[config.mk]
export PLATFORM = sky130hd
export DESIGN_NAME = uart_tx_serializer
export DESIGN_NICKNAME = d
export VERILOG_FILES = /design/src/rtl/uart_pkg.sv /design/src/rtl/uart_baud_tick.sv /design/src/rtl/uart_tx_serializer.sv
export SDC_FILE = /design/constraint.sdc
export NUM_CORES = 1
export LEC_CHECK = 0
export CORE_MARGIN = 8
export CORE_UTILIZATION = 57
export CTS_CLUSTER_DIAMETER = 80
export DETAILED_ROUTE_END_ITERATION = 12
export GPL_TIMING_DRIVEN = 0
export PLACE_DENSITY = 0.78
export SLEW_MARGIN = 10
export SYNTH_ARGS = -nofsm -noshare
export SYNTH_HDL_FRONTEND = slang
export SYNTH_HIERARCHICAL = 1
export SYNTH_SLANG_ARGS = --single-unit
[constraint.sdc]
create_clock -name clk_i -period 3.5 [get_ports clk_i]
set_clock_uncertainty 0.2 [all_clocks]
set_input_delay 0.7 -clock clk_i [delete_from_list [all_inputs] [get_ports clk_i]]
set_output_delay 0.7 -clock clk_i [all_outputs]
set_load 0.02 [all_outputs]
[src/rtl/uart_pkg.sv]
`default_nettype none
// ============================================================================
//  Module      : uart_pkg
//  Description : Shared definitions for the UART transmit path: FSM state
//                encoding, default bit timing and frame-length constants.
//  Revision    : 1.0 - initial release
// ============================================================================
package uart_pkg;

    // Transmitter FSM states; encoding is fixed so it stays stable in debug
    // dumps and any downstream decoders.
    typedef enum logic [1:0] {
        ST_IDLE  = 2'd0,
        ST_START = 2'd1,
        ST_DATA  = 2'd2,
        ST_STOP  = 2'd3
    } uart_state_e;

    // 27 MHz system clock / 115200 baud.
    localparam int unsigned c_DEFAULT_CLKS_PER_BIT = 234;

    // Payload width and the bit length of one 8N1 frame (start + 8 + stop).
    localparam int unsigned c_DATA_BITS      = 8;
    localparam int unsigned c_FRAME_BITS_8N1 = 1 + c_DATA_BITS + 1;

endpackage : uart_pkg
`default_nettype wire

[src/rtl/uart_baud_tick.sv]
`default_nettype none
// ============================================================================
//  Module      : uart_baud_tick
//  Description : Bit-period counter. Counts 0..CLKS_PER_BIT-1 and wraps;
//                wrap_o is high during the final count of each bit period.
//                clear_i forces the count back to 0 on the next edge.
//  Ports       : clk_i    - system clock
//                rst_i    - asynchronous reset, active-low
//                clear_i  - synchronous restart of the bit period
//                cnt_o    - current position inside the bit period
//                wrap_o   - last cycle of the bit period
//  Revision    : 1.0 - initial release
// ============================================================================
module uart_baud_tick
    import uart_pkg::*;
#(
    parameter  int unsigned CLKS_PER_BIT = c_DEFAULT_CLKS_PER_BIT,
    localparam int unsigned CNT_W        = (CLKS_PER_BIT > 1) ? $clog2(CLKS_PER_BIT) : 1
) (
    input  logic             clk_i,
    input  logic             rst_i,
    input  logic             clear_i,
    output logic [CNT_W-1:0] cnt_o,
    output logic             wrap_o
);

    localparam logic [CNT_W-1:0] c_CNT_MAX = CNT_W'(CLKS_PER_BIT - 1);

    logic [CNT_W-1:0] cnt_q;
    logic [CNT_W-1:0] cnt_d;

    always_comb begin
        cnt_d = cnt_q + CNT_W'(1);
        if (clear_i || (cnt_q == c_CNT_MAX)) begin
            cnt_d = '0;
        end
    end

    always_ff @(posedge clk_i or negedge rst_i) begin
        if (!rst_i) begin
            cnt_q <= '0;
        end else begin
            cnt_q <= cnt_d;
        end
    end

    assign cnt_o  = cnt_q;
    assign wrap_o = (cnt_q == c_CNT_MAX);

endmodule : uart_baud_tick
`default_nettype wire

[src/rtl/uart_tx_serializer.sv]
`default_nettype none
// ============================================================================
//  Module      : uart_tx_serializer
//  Description : 8N1/8N2 UART transmitter behind the Wishbone TX slave.
//                Starts a frame on the rising edge of the level request,
//                keeps one byte pending so a back-to-back store is not lost,
//                and pulses tx_done_o in the last stop-bit cycle.
//  Ports       : clk_i           - system clock
//                rst_i           - asynchronous reset, active-low
//                tx_data_i       - byte to send, sampled on acceptance
//                tx_data_valid_i - level request; rising edge = new byte
//                tx_o            - serial line, idle high (registered)
//                tx_busy_o       - frame in flight or byte pending
//                tx_done_o       - one-cycle pulse, last stop-bit cycle
//                overrun_o       - one-cycle pulse when a byte is dropped
//  Revision    : 1.0 - initial release
// ============================================================================
module uart_tx_serializer
    import uart_pkg::*;
#(
    parameter int unsigned CLKS_PER_BIT = c_DEFAULT_CLKS_PER_BIT,
    parameter int unsigned STOP_BITS    = 1
) (
    input  logic       clk_i,
    input  logic       rst_i,
    input  logic [7:0] tx_data_i,
    input  logic       tx_data_valid_i,
    output logic       tx_o,
    output logic       tx_busy_o,
    output logic       tx_done_o,
    output logic       overrun_o
);

    localparam int unsigned      CNT_W          = (CLKS_PER_BIT > 1) ? $clog2(CLKS_PER_BIT) : 1;
    // Count value one cycle before the wrap; lets tx_done_o be registered
    // yet line up exactly with the final stop-bit cycle.
    localparam logic [CNT_W-1:0] c_CNT_PRE_WRAP = CNT_W'(CLKS_PER_BIT - 2);

    uart_state_e state_q,     state_d;
    logic [7:0]  shift_q,     shift_d;
    logic [2:0]  bit_idx_q,   bit_idx_d;
    logic        stop_idx_q,  stop_idx_d;
    logic        pend_full_q, pend_full_d;
    logic [7:0]  pend_data_q, pend_data_d;
    logic        tx_q,        tx_d;
    logic        busy_q,      busy_d;
    logic        done_q,      done_d;
    logic        overrun_q,   overrun_d;
    logic        valid_d_q;

    logic             w_req;
    logic             w_last_stop;
    logic             w_end_frame;
    logic             w_drain;
    logic             w_baud_clear;
    logic             w_baud_wrap;
    logic [CNT_W-1:0] w_baud_cnt;

    assign w_req       = tx_data_valid_i & ~valid_d_q;
    assign w_last_stop = (STOP_BITS == 1) ? 1'b1 : stop_idx_q;
    assign w_end_frame = (state_q == ST_STOP) & w_baud_wrap & w_last_stop;
    // The pending slot empties this cycle when its byte is moved into the
    // shift register, so a coincident request can take the slot.
    assign w_drain     = pend_full_q & ((state_q == ST_IDLE) | w_end_frame);
    // Every state entry restarts the bit period; idle keeps it parked at 0.
    assign w_baud_clear = (state_q == ST_IDLE) | (state_d != state_q);

    uart_baud_tick #(
        .CLKS_PER_BIT (CLKS_PER_BIT)
    ) u_baud (
        .clk_i   (clk_i),
        .rst_i   (rst_i),
        .clear_i (w_baud_clear),
        .cnt_o   (w_baud_cnt),
        .wrap_o  (w_baud_wrap)
    );

    always_comb begin
        state_d     = state_q;
        shift_d     = shift_q;
        bit_idx_d   = bit_idx_q;
        stop_idx_d  = stop_idx_q;
        pend_full_d = pend_full_q;
        pend_data_d = pend_data_q;
        tx_d        = tx_q;
        done_d      = 1'b0;
        overrun_d   = 1'b0;

        // Frame sequencing
        case (state_q)
            ST_IDLE: begin
                tx_d = 1'b1;
                // Only reachable when a request landed on the tx_done cycle.
                if (pend_full_q) begin
                    shift_d     = pend_data_q;
                    pend_full_d = 1'b0;
                    state_d     = ST_START;
                    tx_d        = 1'b0;
                end
            end
            ST_START: begin
                if (w_baud_wrap) begin
                    state_d   = ST_DATA;
                    bit_idx_d = 3'd0;
                    tx_d      = shift_q[0];
                end
            end
            ST_DATA: begin
                if (w_baud_wrap) begin
                    if (bit_idx_q == 3'd7) begin
                        state_d    = ST_STOP;
                        stop_idx_d = 1'b0;
                        tx_d       = 1'b1;
                    end else begin
                        bit_idx_d = bit_idx_q + 3'd1;
                        shift_d   = {1'b0, shift_q[7:1]};
                        tx_d      = shift_q[1];
                    end
                end
            end
            ST_STOP: begin
                if (w_last_stop && (w_baud_cnt == c_CNT_PRE_WRAP)) begin
                    done_d = 1'b1;
                end
                if (w_baud_wrap) begin
                    if (w_last_stop) begin
                        if (pend_full_q) begin
                            // Chain straight into the next start bit.
                            shift_d     = pend_data_q;
                            pend_full_d = 1'b0;
                            state_d     = ST_START;
                            tx_d        = 1'b0;
                        end else begin
                            state_d = ST_IDLE;
                            tx_d    = 1'b1;
                        end
                    end else begin
                        stop_idx_d = 1'b1;
                    end
                end
            end
            default: begin
                state_d = ST_IDLE;
                tx_d    = 1'b1;
            end
        endcase

        // Request acceptance
        if (w_req) begin
            if ((state_q == ST_IDLE) && !pend_full_q) begin
                shift_d = tx_data_i;
                state_d = ST_START;
                tx_d    = 1'b0;
            end else if (!pend_full_q || w_drain) begin
                pend_full_d = 1'b1;
                pend_data_d = tx_data_i;
            end else begin
                overrun_d = 1'b1;
            end
        end

        busy_d = (state_d != ST_IDLE) | pend_full_d;
    end

    always_ff @(posedge clk_i or negedge rst_i) begin
        if (!rst_i) begin
            state_q     <= ST_IDLE;
            shift_q     <= 8'h00;
            bit_idx_q   <= 3'd0;
            stop_idx_q  <= 1'b0;
            pend_full_q <= 1'b0;
            pend_data_q <= 8'h00;
            tx_q        <= 1'b1;
            busy_q      <= 1'b0;
            done_q      <= 1'b0;
            overrun_q   <= 1'b0;
            // A level already high at reset release must not look like an edge.
            valid_d_q   <= 1'b1;
        end else begin
            state_q     <= state_d;
            shift_q     <= shift_d;
            bit_idx_q   <= bit_idx_d;
            stop_idx_q  <= stop_idx_d;
            pend_full_q <= pend_full_d;
            pend_data_q <= pend_data_d;
            tx_q        <= tx_d;
            busy_q      <= busy_d;
            done_q      <= done_d;
            overrun_q   <= overrun_d;
            valid_d_q   <= tx_data_valid_i;
        end
    end

    assign tx_o      = tx_q;
    assign tx_busy_o = busy_q;
    assign tx_done_o = done_q;
    assign overrun_o = overrun_q;

endmodule : uart_tx_serializer
`default_nettype wire

==> results.md, run 1 <==
* Initial antenna violation count at 0
* Crit-path cells: inv_1, ha_1, and4bb_4, and3_2, buf_6, or3_4, o31ai_4, xnor2_1, a2111o_1, a311oi_1, a21o_1
* Worst vdd ir at 311 uV
* CTS buffer count at 5
* R2R depth at 11
* P_leak at 0.937 nW
* Area grow syn2layout at 12.7%
* Post-Synth XOR/XNOR Area at 0.0179
* Via Count at 1569
* Synth Area in Compound Gates at 0.229
* Type of element launching the critical path: register
* Worst min path class: input port to async pin
* Fmax at 328 MHz
* Initial DRC count at 149
* Clk sinks at 35
* Tmin final at 3.04 ns
* Core footprint at 3310 sq um
* Number of enable flip-flop cells after synthesis at 0
* Sequential share of the synthesized area at 0.450
* Pin count of the biggest net entering global routing at 36
* Clk Latency, worst-skew pair at 0.33 ns
* DR WL/cell at 16.4 microns
* CTS H-tree lvls at 2
* Max FO, Critical Path at 10
* Synth warn at 6
* Root buf cell: clkbuf_4
* CP Buf/Inv Count at 2
* Vias per cell at 6.18
* Buffers added on ports at 14
* Clock buffer depth at 2
* Crit-path leading delay family: compound AO/OA/AOI/OAI gates
* Placed Area at 2150 sq um
* Util after Layout at 0.665
* Share of flip-flops with an asynchronous set or reset at 1.00
* Starting density of the core at 0.590
* Global-route wire length before repair at 7.04 mm
* Worst setup margin at 0.456 ns
* Hold bufs inserted after CTS at 0
* Commonest non-fill, non-tap cells in the layout: 33 x dfrtp_1, 18 x nor2_1, 13 x clkdlybuf4s50_1, 9 x inv_1, 9 x mux2_2
* Num rows at 21
* Post-detail-place hpwl at 2.96 mm
* Slew margin rel. at 0.483
* Status: finished clean
* Final max-slew violation count at 0
* Power Total at 1.41 mW
* Max Cap Viol at 0
* Fin. Hold Viols at 0
* Synthesized net count at 206
* GPL Wtd Cong at 0.845
* Remaining antenna violation count after routing at 0
* RSZ-0062 raised after global routing: false
* Most used DFF post-synth: dfrtp_1
* Setup TNS at 0 ns
* Seq cells post-synth at 35
* Setup violations, final at 0
* Worst setup EP type: register
* Final Non-Filler Cells at 254
* # DRC at 0
* Worst-Margin Slew at 0.775 ns
* Pre-CTS worst setup slack at 0.537 ns
* Post-CTS Setup Repair Bufs at 0
* Crit path depth at 11
* Hold Slack at 0.236 ns
* Mux cell area share after synthesis at 0.0519
* Vias in the first global route at 1553
* Clock transition at the registers of the reported paths at 0.10 ns
* Grt total ovfl at 0
* Design Area, Final at 2200 sq um
* Die Ht at 74.5 microns
* Placed cell count at 247
* Post-cts gate resize count at 0
* Cells after synthesis at 187
* Crit share post-route at 0.870
* Largest family of logic cells by synthesized area: compound AO/OA/AOI/OAI gates
* WP data required at 3.57 ns
* Cell variety after synth at 54
* Nets at 227
* Crit Path Class: register to register
* Synth Area in Simple Gates at 0.156
* Die Wd at 74.5 microns
* Adder-cell share of the synthesized area at 0.0512
* Drt first pass iters at 5
* Global Route Usage Sum at 0.162
* Die area at 5560 sq um
* Leading cell type in the layout, fill and taps excluded: dfrtp_1
* Share of layout cells above drive strength 1 at 0.188
* CP max stage cell: dfrtp_1
* Inserted Diodes at 0
* Syn_area_per_cell at 10.4 sq um
* Crit path DAT at 3.11 ns
* Post-Synthesis Cell Area at 1950 sq um
* # IOs at 15
* CTS tree: built
* CP peak stage delay at 0.49 ns
* Drt total wl at 4.16 mm
* Pwr Density at 639 nW/um^2
[worst paths after layout]
| path | startpoint | end | slack (ns) |
|---|---|---|---|
| setup reg to reg | u_baud/cnt_o[1]$_DFF_PN0_ | u_baud/cnt_o[5]$_DFF_PN0_ | 0.46 |
| setup / recovery | u_baud/cnt_o[1]$_DFF_PN0_ | u_baud/cnt_o[5]$_DFF_PN0_ | 0.46 |
| hold reg to reg | pend_data_q[5]$_DFFE_PN0P_ | pend_data_q[5]$_DFFE_PN0P_ | 0.32 |
| min in group clk_i | pend_data_q[5]$_DFFE_PN0P_ | pend_data_q[5]$_DFFE_PN0P_ | 0.32 |
| max in group asynchronous | rst_i | shift_q[2]$_DFF_PN0_ | 2.37 |
| hold / removal | rst_i | u_baud/cnt_o[4]$_DFF_PN0_ | 0.24 |
[cell families (layout without fill, tap and decap cells)]
family	Yosys count	in the layout
compound gates	57	57
xor+xnor	4	4
fa+ha+maj	8	8
buf+inv	19	40
flops	35	35
mux	9	9
simple gates	55	55
[report_power, final]
part | internal (mW) | switching (mW)
combinational | 0.254 | 0.313
sequential | 0.530 | 0.0887
clock | 0.0930 | 0.128
[layer usage]
layer,share of wire,GRT usage
met5,0,0
met4,0.010,0.0587
met3,0.056,0.0431
met2,0.48,0.252
met1,0.45,0.211
[flip-flops by register name (all words and copies together), names as in the netlist]
signal / count
valid_d_q: 1
pend_data_q: 8
overrun_o: 1
pend_full_q: 1
tx_o: 1
shift_q: 8
state_q: 2
tx_done_o: 1
bit_idx_q: 3
u_baud/cnt_o: 8
tx_busy_o: 1
[final cells by class]
cell class | instances | area [sq um]
Fill cell | 281 | 1110
Multi-Input combinational cell | 133 | 988
Sequential cell | 35 | 878
Timing Repair Buffer | 14 | 135
Tap cell | 46 | 57.6
Buffer | 10 | 52.6
Clock buffer | 6 | 51.3
Inverter | 9 | 33.8
Clock inverter | 1 | 5.00
[synth_stat cells, types with 2 or more instances]
master / n / area [sq um]
nand2_1: 6 / 22.5
o21a_1: 2 / 15.0
nor2_1: 18 / 67.6
nor3_1: 2 / 10.0
nor2b_1: 3 / 18.8
ha_1: 8 / 100
o21ai_0: 7 / 35.0
a31oi_1: 7 / 43.8
xnor2_1: 2 / 17.5
a32o_1: 2 / 20.0
xor2_1: 2 / 17.5
and3_2: 2 / 15.0
a311oi_1: 2 / 17.5
dfstp_2: 2 / 52.6
nand4_1: 2 / 12.5
nand2b_1: 4 / 25.0
nand3_1: 4 / 20.0
clkbuf_1: 3 / 11.3
o32ai_1: 2 / 17.5
a21oi_1: 6 / 30.0
a22o_1: 6 / 52.6
o31ai_1: 2 / 15.0
buf_2: 6 / 30.0
inv_1: 9 / 33.8
or2_2: 4 / 25.0
a32oi_1: 5 / 43.8
a21o_1: 2 / 15.0
mux2_2: 9 / 101
dfrtp_1: 33 / 826
(Power assumes the default switching activity.)
==> run 2, diff against run 1 <==
--- a/config.mk
+++ b/config.mk
@@ -8,6 +8,7 @@
 export CORE_MARGIN = 8
 export CORE_UTILIZATION = 57
 export CTS_CLUSTER_DIAMETER = 80
+export CTS_CLUSTER_SIZE = 10
 export DETAILED_ROUTE_END_ITERATION = 12
 export GPL_TIMING_DRIVEN = 0
 export PLACE_DENSITY = 0.78
==> results of run 2 <==
Final layout, timing and power as in run 1 (identical DEF).
